===== src/rtl/add_const_pipeline_bp.sv =====
// Multi-stage x + INCR pipeline with valid/ready on both sides, bubble-collapsing
// stall handling, synchronous flush and a registered occupancy count.
module add_const_pipeline_bp #(
    parameter int unsigned      WIDTH    = 32,
    parameter int unsigned      STAGES   = 2,
    parameter logic [WIDTH-1:0] INCR     = WIDTH'(1),
    parameter bit               SATURATE = 1'b0
) (
    input  logic                             clk,
    input  logic                             rst,
    input  logic                             input_valid,
    output logic                             input_ready,
    input  logic [WIDTH-1:0]                 x,
    input  logic                             flush,
    output logic                             output_valid,
    input  logic                             output_ready,
    output logic [WIDTH-1:0]                 out,
    output logic [$clog2(STAGES+1)-1:0]      occupancy
);

    localparam int unsigned OW = $clog2(STAGES + 1);

    logic [STAGES-1:0] r_valid;
    logic [WIDTH-1:0]  r_data [STAGES];
    logic [OW-1:0]     r_occ;

    logic [STAGES-1:0] w_en;
    logic [STAGES-1:0] w_load;
    logic [STAGES-1:0] w_valid_nxt;
    logic [WIDTH-1:0]  w_din [STAGES];
    logic [OW-1:0]     w_occ_nxt;
    logic              w_accept;

    // Sum at WIDTH+1 bits so the carry decides between wrap and clamp.
    function automatic logic [WIDTH-1:0] add_incr(input logic [WIDTH-1:0] d);
        logic [WIDTH:0] sum;
        sum = {1'b0, d} + {1'b0, INCR};
        if (SATURATE && sum[WIDTH]) begin
            return {WIDTH{1'b1}};
        end else begin
            return sum[WIDTH-1:0];
        end
    endfunction

    // Stage enables: a stage may load when any stage from it downstream has a hole,
    // or the consumer is draining the last stage.
    always_comb begin
        logic all_full;
        all_full = 1'b1;
        w_en     = '0;
        for (int i = STAGES - 1; i >= 0; i--) begin
            all_full = all_full & r_valid[i];
            w_en[i]  = ~all_full | output_ready;
        end
    end

    assign input_ready = w_en[0] & ~flush & rst;
    assign w_accept    = input_valid & input_ready;

    // Next-state valids, data load strobes and the data presented to each stage.
    always_comb begin
        w_valid_nxt = r_valid;
        w_load      = '0;
        for (int i = 0; i < STAGES; i++) begin
            w_din[i] = '0;
        end
        w_din[0]  = x;
        w_load[0] = w_accept;
        if (w_en[0]) begin
            w_valid_nxt[0] = input_valid;
        end else begin
            w_valid_nxt[0] = r_valid[0];
        end
        for (int i = 1; i < STAGES; i++) begin
            // The increment is applied on the hop from stage 0 into stage 1.
            if (i == 1) begin
                w_din[i] = add_incr(r_data[0]);
            end else begin
                w_din[i] = r_data[i-1];
            end
            w_load[i] = w_en[i] & r_valid[i-1];
            if (w_en[i]) begin
                w_valid_nxt[i] = r_valid[i-1];
            end else begin
                w_valid_nxt[i] = r_valid[i];
            end
        end
        if (!rst || flush) begin
            w_valid_nxt = '0;
        end else begin
            w_valid_nxt = w_valid_nxt;
        end
    end

    // Popcount of the next-state valids feeds the registered occupancy.
    always_comb begin
        w_occ_nxt = '0;
        for (int i = 0; i < STAGES; i++) begin
            w_occ_nxt = w_occ_nxt + OW'(w_valid_nxt[i]);
        end
    end

    // Pipeline state; data registers only load when a valid item moves in.
    always_ff @(posedge clk) begin
        if (!rst) begin
            r_valid <= '0;
            r_occ   <= '0;
            for (int i = 0; i < STAGES; i++) begin
                r_data[i] <= '0;
            end
        end else begin
            r_valid <= w_valid_nxt;
            r_occ   <= w_occ_nxt;
            for (int i = 0; i < STAGES; i++) begin
                if (w_load[i]) begin
                    r_data[i] <= w_din[i];
                end
            end
        end
    end

    generate
        if (STAGES == 1) begin : g_single
            assign out = add_incr(r_data[0]);
        end else begin : g_multi
            assign out = r_data[STAGES-1];
        end
    endgenerate

    assign output_valid = r_valid[STAGES-1] & ~flush;
    assign occupancy    = r_occ;

endmodule


===== config.mk =====
export PLATFORM = sky130hd
export DESIGN_NAME = add_const_pipeline_bp
export DESIGN_NICKNAME = d
export VERILOG_FILES = /design/src/rtl/add_const_pipeline_bp.sv
export SDC_FILE = /design/constraint.sdc
export NUM_CORES = 1
export LEC_CHECK = 0
export BUFFER_PORTS_ARGS = -buffer_cell sky130_fd_sc_hd__buf_2
export CAP_MARGIN = 20
export CORE_ASPECT_RATIO = 0.8
export CORE_MARGIN = 10
export CORE_UTILIZATION = 54
export CTS_CLUSTER_SIZE = 24
export DETAILED_ROUTE_END_ITERATION = 10
export PLACE_DENSITY = 0.87
export SYNTH_ARGS = -nofsm -noshare
export SYNTH_HDL_FRONTEND = slang
export SYNTH_SLANG_ARGS = --single-unit

===== constraint.sdc =====
create_clock -name clk -period 4.3 [get_ports clk]
set_input_delay 0.645 -clock clk [delete_from_list [all_inputs] [get_ports clk]]
set_output_delay 0.645 -clock clk [all_outputs]
set_load 0.005 [all_outputs]

==> flow_summary.ini, run 1 <==
[clocking]
cts_resized = 0
cts-buffers-inserted = 9
cts_setup_buffers = 0
cts_buffer_depth = 2
cts_hold_buf = 0
clock_latency_ns = 0.34
clock_sinks = 68
h-tree-depth = 3
clock-root-buffer = clkbuf_8
clk_pin_slew_worst_paths_ns = 0.07
cts_tree = done

[drt]
wl_per_cell_um = 17.1
routed-wl-met3_um = 654
wl_met2_um = 3190
antenna_left = 0
vias = 2329
dr.max_layer_used = met4
wl_met1_um = 3150
drtPass1Iterations = 5
wl_um = 7080
viasPerCell = 5.61
route.detailed.drc = 0
dr.first_iter.drc_count = 167

[floorplan]
initial_core_util_pct = 56.6
die_h_um = 91.1
io_pins = 73
core-area_um2 = 6040
rows = 25
dieArea_um2 = 9930
die_w_um = 109

[layout]
multiInputGateArea_um2 = 1100
area_growth_pct = 10.9
post-route-util_pct = 62.8
antenna_cells = 0
final_nets = 368
seq_area_um2 = 2000
drive_above_1_share_pct = 28.7
nFillCells = 470

[worst_hold_path]
holdPathStages = 3
hold_class = in -> reg
min_from = input_valid

[pwr]
leakagePower_nw = 1.56
ir_drop_v = 0.000235
p_per_area_nw_per_um2 = 365
internal_power_mw = 1.07
clkPwrFrac_pct = 35.1
swShare_pct = 22.3
combPwrFrac_pct = 7.6
switchingPower_mw = 0.309
power_frac_seq_pct = 57.3

[yosys]
synth_top_area_share_pct = 56.3
synth_area_per_cell_um2 = 11.7
post_synth_instance_area_um2 = 3420
syn_nets = 330
synth_top_flop_cell = edfxtp_1
synth-edff-count = 64
syn-instance-count = 291
post-synth-top-area-cell = edfxtp_1
synthTopCellsByCount = edfxtp_1, and3_1, buf_4
ys_ff_latch = 68
yosysWarnings = 0
ys_seq_area_share_pct = 58.6
netlist_top_cells_area = edfxtp_1, buf_4, and3_1
synthArstFlopShare_pct = 0
synth_most_common_cell = edfxtp_1
synth_cell_type_count = 33

[grt]
grt_pass1_wl_um = 11200
grt_max_degree = 40
grt_antenna_before_repair = 0
grtUsageTotal_pct = 14.4
grt_pass1_vias = 2226
gr-total-overflow = 0

[worst_setup_path]
end_kind = register
crit_required_ns = 4.51
cp-startpoint = r_valid[1]
rr_worst_depth = 4
cp-start-kind = register
cp_max_fo = 34
r2r_start = r_valid[1]
critPathKind = reg -> reg
arrival_ns = 3.05

[sta]
worstMarginPinSlew_ns = 1.03
fin_setup_tns_ns = 0
finalSetupViolCount = 0
maxClockFrequency_mhz = 353
slew_viol_final = 0
relSlewSlack_pct = 30.7
fin_crit_sh_pct = 65.9
post-route-min-period_ns = 2.83
finalHoldViolations = 0
grt_setup_unrepaired = false
skew_ns = 0.00701

[placed_design]
port_buffers = 72
place_congestion = 0.799
dp_hpwl_um = 5080

[run]
cap_violations = 0

[run_status]
status = finished clean
==> layer usage <==
metal	GRT usage (%)	vias to the layer above
met5	0	-
met2	22.1	97
met1	17.5	1078
met4	4.39	0
li1	-	1145
met3	6.64	9
==> flip-flops by register name, indices dropped and copies added, names as in the netlist <==
register and flops:
r_valid 2, r_data 64, occupancy 2
==> power by group through the flow <==
| stage | combinational [mW] | sequential, mW | clock, mW |
|---|---|---|---|
| after detailed placement | 0.107 | 0.805 | 0 |
| after global routing | 0.119 | 0.796 | 0.526 |
| after floorplan | 0.0786 | 0.798 | 0 |
| final | 0.105 | 0.792 | 0.486 |
| after global placement | 0.0991 | 0.804 | 0 |
| after CTS | 0.107 | 0.792 | 0.496 |
==> worst max-delay path, cell delays in order, from the launching register on <==
cell	delay, ns
dfxtp_1	0.31
nor2b_1	0.19
o2bb2ai_2	0.83
nand2_1	0.88
o21ba_2	0.49
==> cell type report <==
cell class	instances	area share, %
multi-input combinational	174	29.0
clock buffer	10	3.37
tap	81	2.68
inverter	2	0.198
sequential	68	52.8
clock inverter	6	1.45
timing repair buffer	74	10.4
==> worst paths after layout <==
path	endpoint	slack, ns
hold reg to reg	r_valid[1]	0.60
hold / removal	r_valid[0]	0.59
setup reg to reg	r_data[0][54]	1.47
setup / recovery	r_data[0][54]	1.47
==> kinds of logic after synthesis <==
| logic type | Yosys count | synth area share (%) |
|---|---|---|
| AO/OA/AOI/OAI | 42 | 7.55 |
| XOR/XNOR | 11 | 2.82 |
| adder cells (fa/ha/maj) | 2 | 0.732 |
| buffers and inverters | 49 | 9.49 |
| flip-flops | 68 | 58.6 |
| AND/OR/NAND/NOR | 119 | 20.8 |
==> placed cells by master, fill, tap and decap left out, types with 9 or more instances in the layout <==
master,n
a21oi_1,20
and3_1,38
buf_2,72
clkbuf_8,9
edfxtp_1,64
nand2_1,13
nand3_1,11
nor2_1,17
o31ai_1,14
or4_1,14
xor2_1,9
==> metrics by stage <==
| step | worst slack (ns) | total power, mW | std cells | hold WS (ns) | instance area, um^2 |
|---|---|---|---|---|---|
| floorplan | 0.828 | 0.877 | 291 | 0.523 | 3420 |
| global placement | 1.30 | 0.903 | 398 | 0.567 | 3580 |
| detailed placement | 1.17 | 0.912 | 399 | 0.571 | 3610 |
| CTS | 1.46 | 1.40 | 415 | 0.570 | 3790 |
| global route | 1.20 | 1.44 | 415 | 0.594 | 3790 |
| finish | 1.47 | 1.38 | 415 | 0.591 | 3790 |
Power figures use the tool's default switching activity.
==> run 2, diff against run 1 <==
- CORE_UTILIZATION: 54 -> 49
- PLACE_DENSITY: 0.87 -> 0.84
- clock period: 4.3 -> 2.3 ns (I/O delays scaled with it)
==> run 2 against run 1 <==
Against the previous run: final cell count grew 2.4%; critical path depth grew 1; combinational power grew 87%; power grew 78%; global-route usage shrank 1.4 points.
==> flow_summary.ini, run 2 (synthesized netlist as in run 1, its figures left out) <==
[floorplan]
core-area_um2 = 6820
io_pins = 73
dieArea_um2 = 10700
rows = 27
initial_core_util_pct = 50.1
die_w_um = 113
die_h_um = 94.7

[drt]
dr.first_iter.drc_count = 173
drtPass1Iterations = 5
wl_per_cell_um = 16.2
route.detailed.drc = 0
wl_um = 6870
viasPerCell = 5.42
vias = 2305
antenna_left = 0

[grt]
grtUsageTotal_pct = 12.9
grt_max_degree = 39
gr-total-overflow = 0
grt_pass1_wl_um = 11000
grt_pass1_vias = 2228
grt_antenna_before_repair = 0

[worst_setup_path]
critPathKind = reg -> reg
arrival_ns = 2.22
slowest_delay_ns = 0.46
crit_chain = ha_1 -> and4_1 -> nand3_1 -> or4_1 -> a21oi_1
cp-start-kind = register
worst_path_max_delay_cell = or4_1
reg2reg_setup_slack_ns = 0.28
cp_max_fo = 8
end_kind = register
crit_required_ns = 2.49

[layout]
layout_commonest_cell = buf_2
regMostFlops = r_data
area_growth_pct = 10.5
largest_register_ffs = 64
fin_cells = 425
antenna_cells = 0
drive_above_1_share_pct = 28.4
final_cell_mix = buf_2, edfxtp_1, and3_1
final_nets = 372

[clocking]
cts_buffer_depth = 2
h-tree-depth = 3
cts_resized = 0
clock_latency_ns = 0.35
cts_setup_buffers = 0
cts_hold_buf = 0
clk_pin_slew_worst_paths_ns = 0.07
cts_tree = done
clock-root-buffer = clkbuf_8
clock_sinks = 68
cts-buffers-inserted = 9

[worst_hold_path]
hold_class = in -> reg

[sta]
finalSetupViolCount = 0
fin_setup_tns_ns = 0
slew_viol_final = 0
skew_ns = 0.0125
post-route-min-period_ns = 2.02
fin_crit_sh_pct = 88.0
finalHoldViolations = 0
grt_setup_unrepaired = false
worstMarginPinSlew_ns = 0.413
relSlewSlack_pct = 72.4
maxClockFrequency_mhz = 494
layout_setup_ws_ns = 0.275

[pwr]
leakagePower_nw = 1.55
p_per_area_nw_per_um2 = 653
power_mw = 2.46
ir_drop_v = 0.000312

[run]
cap_violations = 0

[placed_design]
place_congestion = 0.797
dp_hpwl_um = 5020
port_buffers = 72
place_ws_ns = 0.307
place_inst = 409

[run_status]
status = finished clean
-- run 2: cell count changes in the layout (fill, tap and decap cells not counted), sizes merged --
| cell | before | now |
|---|---|---|
| clkinvlp | 1 | 0 |
| clkinv | 4 | 0 |
| clkbuf | 10 | 16 |
| bufinv | 1 | 0 |
| buf | 74 | 78 |
-- run 2: worst paths after layout --
path,startpoint,endpoint,depth (start not counted)
worst min-delay path,input_valid,r_valid[0],3
worst max-delay path,r_data[0][0],r_data[0][60],5
worst min register to register,r_valid[0],r_valid[0],2
worst max register to register,r_data[0][0],r_data[0][60],5
-- run 2: cell type report --
type | instances | area (um^2)
Clock buffer | 16 | 150
Fill cell | 577 | 3050
Inverter | 2 | 7.51
Multi-Input combinational cell | 174 | 1100
Sequential cell | 68 | 2000
Tap cell | 87 | 109
Timing Repair Buffer | 78 | 405
-- run 2: routing by layer --
metal / track usage [%] / wire length (um) / part of all wire [%]
met3: 5.01 / 497 / 7.2
met5: 0 / 0 / 0
met2: 19.3 / 3150 / 46
met1: 16.0 / 3100 / 45
met4: 6.65 / 130 / 1.9
-- run 2: per-stage QoR --
step / hold WS, ns / area [um^2] / util, %
after detailed placement: 0.601 / 3620 / 53.1
after CTS: 0.276 / 3770 / 55.3
after global routing: 0.284 / 3770 / 55.3
after floorplan: 0.473 / 3420 / -
final: 0.285 / 3770 / 55.3
after global placement: 0.550 / 3620 / 53.1
-- run 2: report_power, final --
group | internal [mW] | total [mW] | switching [mW]
combinational | 0.0866 | 0.196 | 0.110
clock | 0.395 | 0.790 | 0.396
sequential | 1.43 | 1.48 | 0.0436
-- run 2: critical path, delay by kind of cell (launching register included) --
kind | cells | cell delay [ns]
AOI/OAI and AO/OA | 1 | 0.18
adders and majority gates | 1 | 0.25
and+or+nand+nor | 3 | 1.04
DFF | 1 | 0.39
==> run 3, diff against run 2 <==
--- a/config.mk
+++ b/config.mk
@@ -11,6 +11,7 @@
 export CORE_MARGIN = 10
-export CORE_UTILIZATION = 49
+export CORE_UTILIZATION = 51
+export CTS_BUF_LIST = sky130_fd_sc_hd__clkbuf_8
 export CTS_CLUSTER_SIZE = 24
 export DETAILED_ROUTE_END_ITERATION = 10
-export PLACE_DENSITY = 0.84
+export PLACE_DENSITY = 0.86
 export SYNTH_ARGS = -nofsm -noshare
==> constraint.sdc (replaced) <==
create_clock -name clk -period 2.3 [get_ports clk]
set_input_delay 0.115 -clock clk [delete_from_list [all_inputs] [get_ports clk]]
set_output_delay 0.115 -clock clk [all_outputs]
set_load 0.005 [all_outputs]
==> run 3 against run 2 <==
Against the previous run: design area increased by 2.0%; largest cell class unchanged; flip-flop and latch count did not move; highest routed layer unchanged; largest power group unchanged; clock power is 33% higher.
==> flow_summary.ini, run 3 (synthesized netlist as in run 1, its figures left out) <==
[run_status]
status = finished clean

[sta]
relSlewSlack_pct = 72.2
finalHoldViolations = 0
finalSetupViolCount = 0
post-route-min-period_ns = 2.09
slew_viol_final = 0
fin_crit_sh_pct = 90.8
fin_setup_tns_ns = 0
maxClockFrequency_mhz = 479
layout_setup_ws_ns = 0.211
grt_setup_unrepaired = false
worstMarginPinSlew_ns = 0.416
skew_ns = 0.0140

[clocking]
clk_pin_slew_worst_paths_ns = 0.07
cts_resized = 0
cts_buffer_depth = 2
cts_tree = done
h-tree-depth = 3
clock_sinks = 68
cts-buffers-inserted = 9
cts_hold_buf = 0
clock-root-buffer = clkbuf_8
cts_setup_buffers = 0
clock_latency_ns = 0.34

[worst_hold_path]
hold_class = in -> reg
min_from = input_valid

[grt]
grt_pass1_vias = 2449
grtUsageTotal_pct = 14.4
grt_pass1_wl_um = 12200
grt_antenna_before_repair = 0
grt_max_degree = 34
gr-total-overflow = 0

[drt]
route.detailed.drc = 0
wl_per_cell_um = 17.6
viasPerCell = 5.74
vias = 2422
wl_um = 7420
drtPass1Iterations = 5
antenna_left = 0
dr.first_iter.drc_count = 201

[layout]
largest_register_ffs = 64
final_cell_mix = buf_2, edfxtp_1, and3_1
drive_above_1_share_pct = 30.2
layout_commonest_cell = buf_2
final_nets = 372
antenna_cells = 0
area_growth_pct = 12.6
regMostFlops = r_data
post-route-cell-area_um2 = 3850

[pwr]
leakagePower_nw = 1.58
ir_drop_v = 0.000462
p_per_area_nw_per_um2 = 710

[run]
cap_violations = 0

[worst_setup_path]
crit_required_ns = 2.48
cp-startpoint = r_data[0][0]
cp-start-kind = register
critPathKind = reg -> reg
end_kind = register
arrival_ns = 2.27
r2r_start = r_data[0][0]
cp_max_fo = 8

[placed_design]
place_ws_ns = 0.282
dpl_cell_area_um2 = 3630
port_buffers = 72
dp_hpwl_um = 5350
place_congestion = 0.823

[floorplan]
initial_core_util_pct = 53.0
core-area_um2 = 6440
dieArea_um2 = 10400
rows = 26
die_h_um = 93.2
die_w_um = 112
io_pins = 73
[run 3: path summary, 6_finish.rpt]
| kind | to | slack [ns] | cells past startpoint |
|---|---|---|---|
| worst min register to register | r_valid[1] | 0.59 | 2 |
| worst min-delay path | r_valid[0] | 0.06 | 3 |
| worst max-delay path | r_data[0][60] | 0.21 | 5 |
| worst max register to register | r_data[0][60] | 0.21 | 5 |
[run 3: layer usage]
| metal | global-route usage (%) | part of all wire (%) | vias to the layer above |
|---|---|---|---|
| li1 | - | - | 1159 |
| met1 | 17.5 | 43 | 1113 |
| met2 | 22.8 | 47 | 136 |
| met3 | 5.49 | 7.8 | 14 |
| met4 | 5.88 | 2.0 | 0 |
| met5 | 0 | 0 | - |
[run 3: stage by stage]
stage	hold WS, ns	power, mW	util [%]	cells
5_1_grt	0.0552	2.84	59.7	422
3_3_place_gp	0.384	1.70	56.4	406
4_1_cts	0.0376	2.75	59.7	422
6_report	0.0578	2.73	59.7	422
2_1_floorplan	0.243	1.64	-	291
3_5_place_dp	0.403	1.71	56.4	406
[run 3: critical path: stages, from the launching register on]
cell and delay [ns]:
edfxtp_1 0.40, ha_1 0.25, and4_1 0.36, nand3_1 0.27, or4_1 0.47, a21oi_1 0.19
[run 3: layout make-up]
type	instances	area, um^2
Tap cell	84	105
Timing Repair Buffer	78	418
Multi-Input combinational cell	174	1100
Sequential cell	68	2000
Clock inverter	7	91.3
Inverter	2	7.51
Fill cell	523	2590
Clock buffer	9	124
[run 3: power by group]
group / switching [mW] / internal, mW
Sequential: 0.0477 / 1.43
Clock: 0.447 / 0.604
Combinational: 0.113 / 0.0894
Total: 0.608 / 2.13
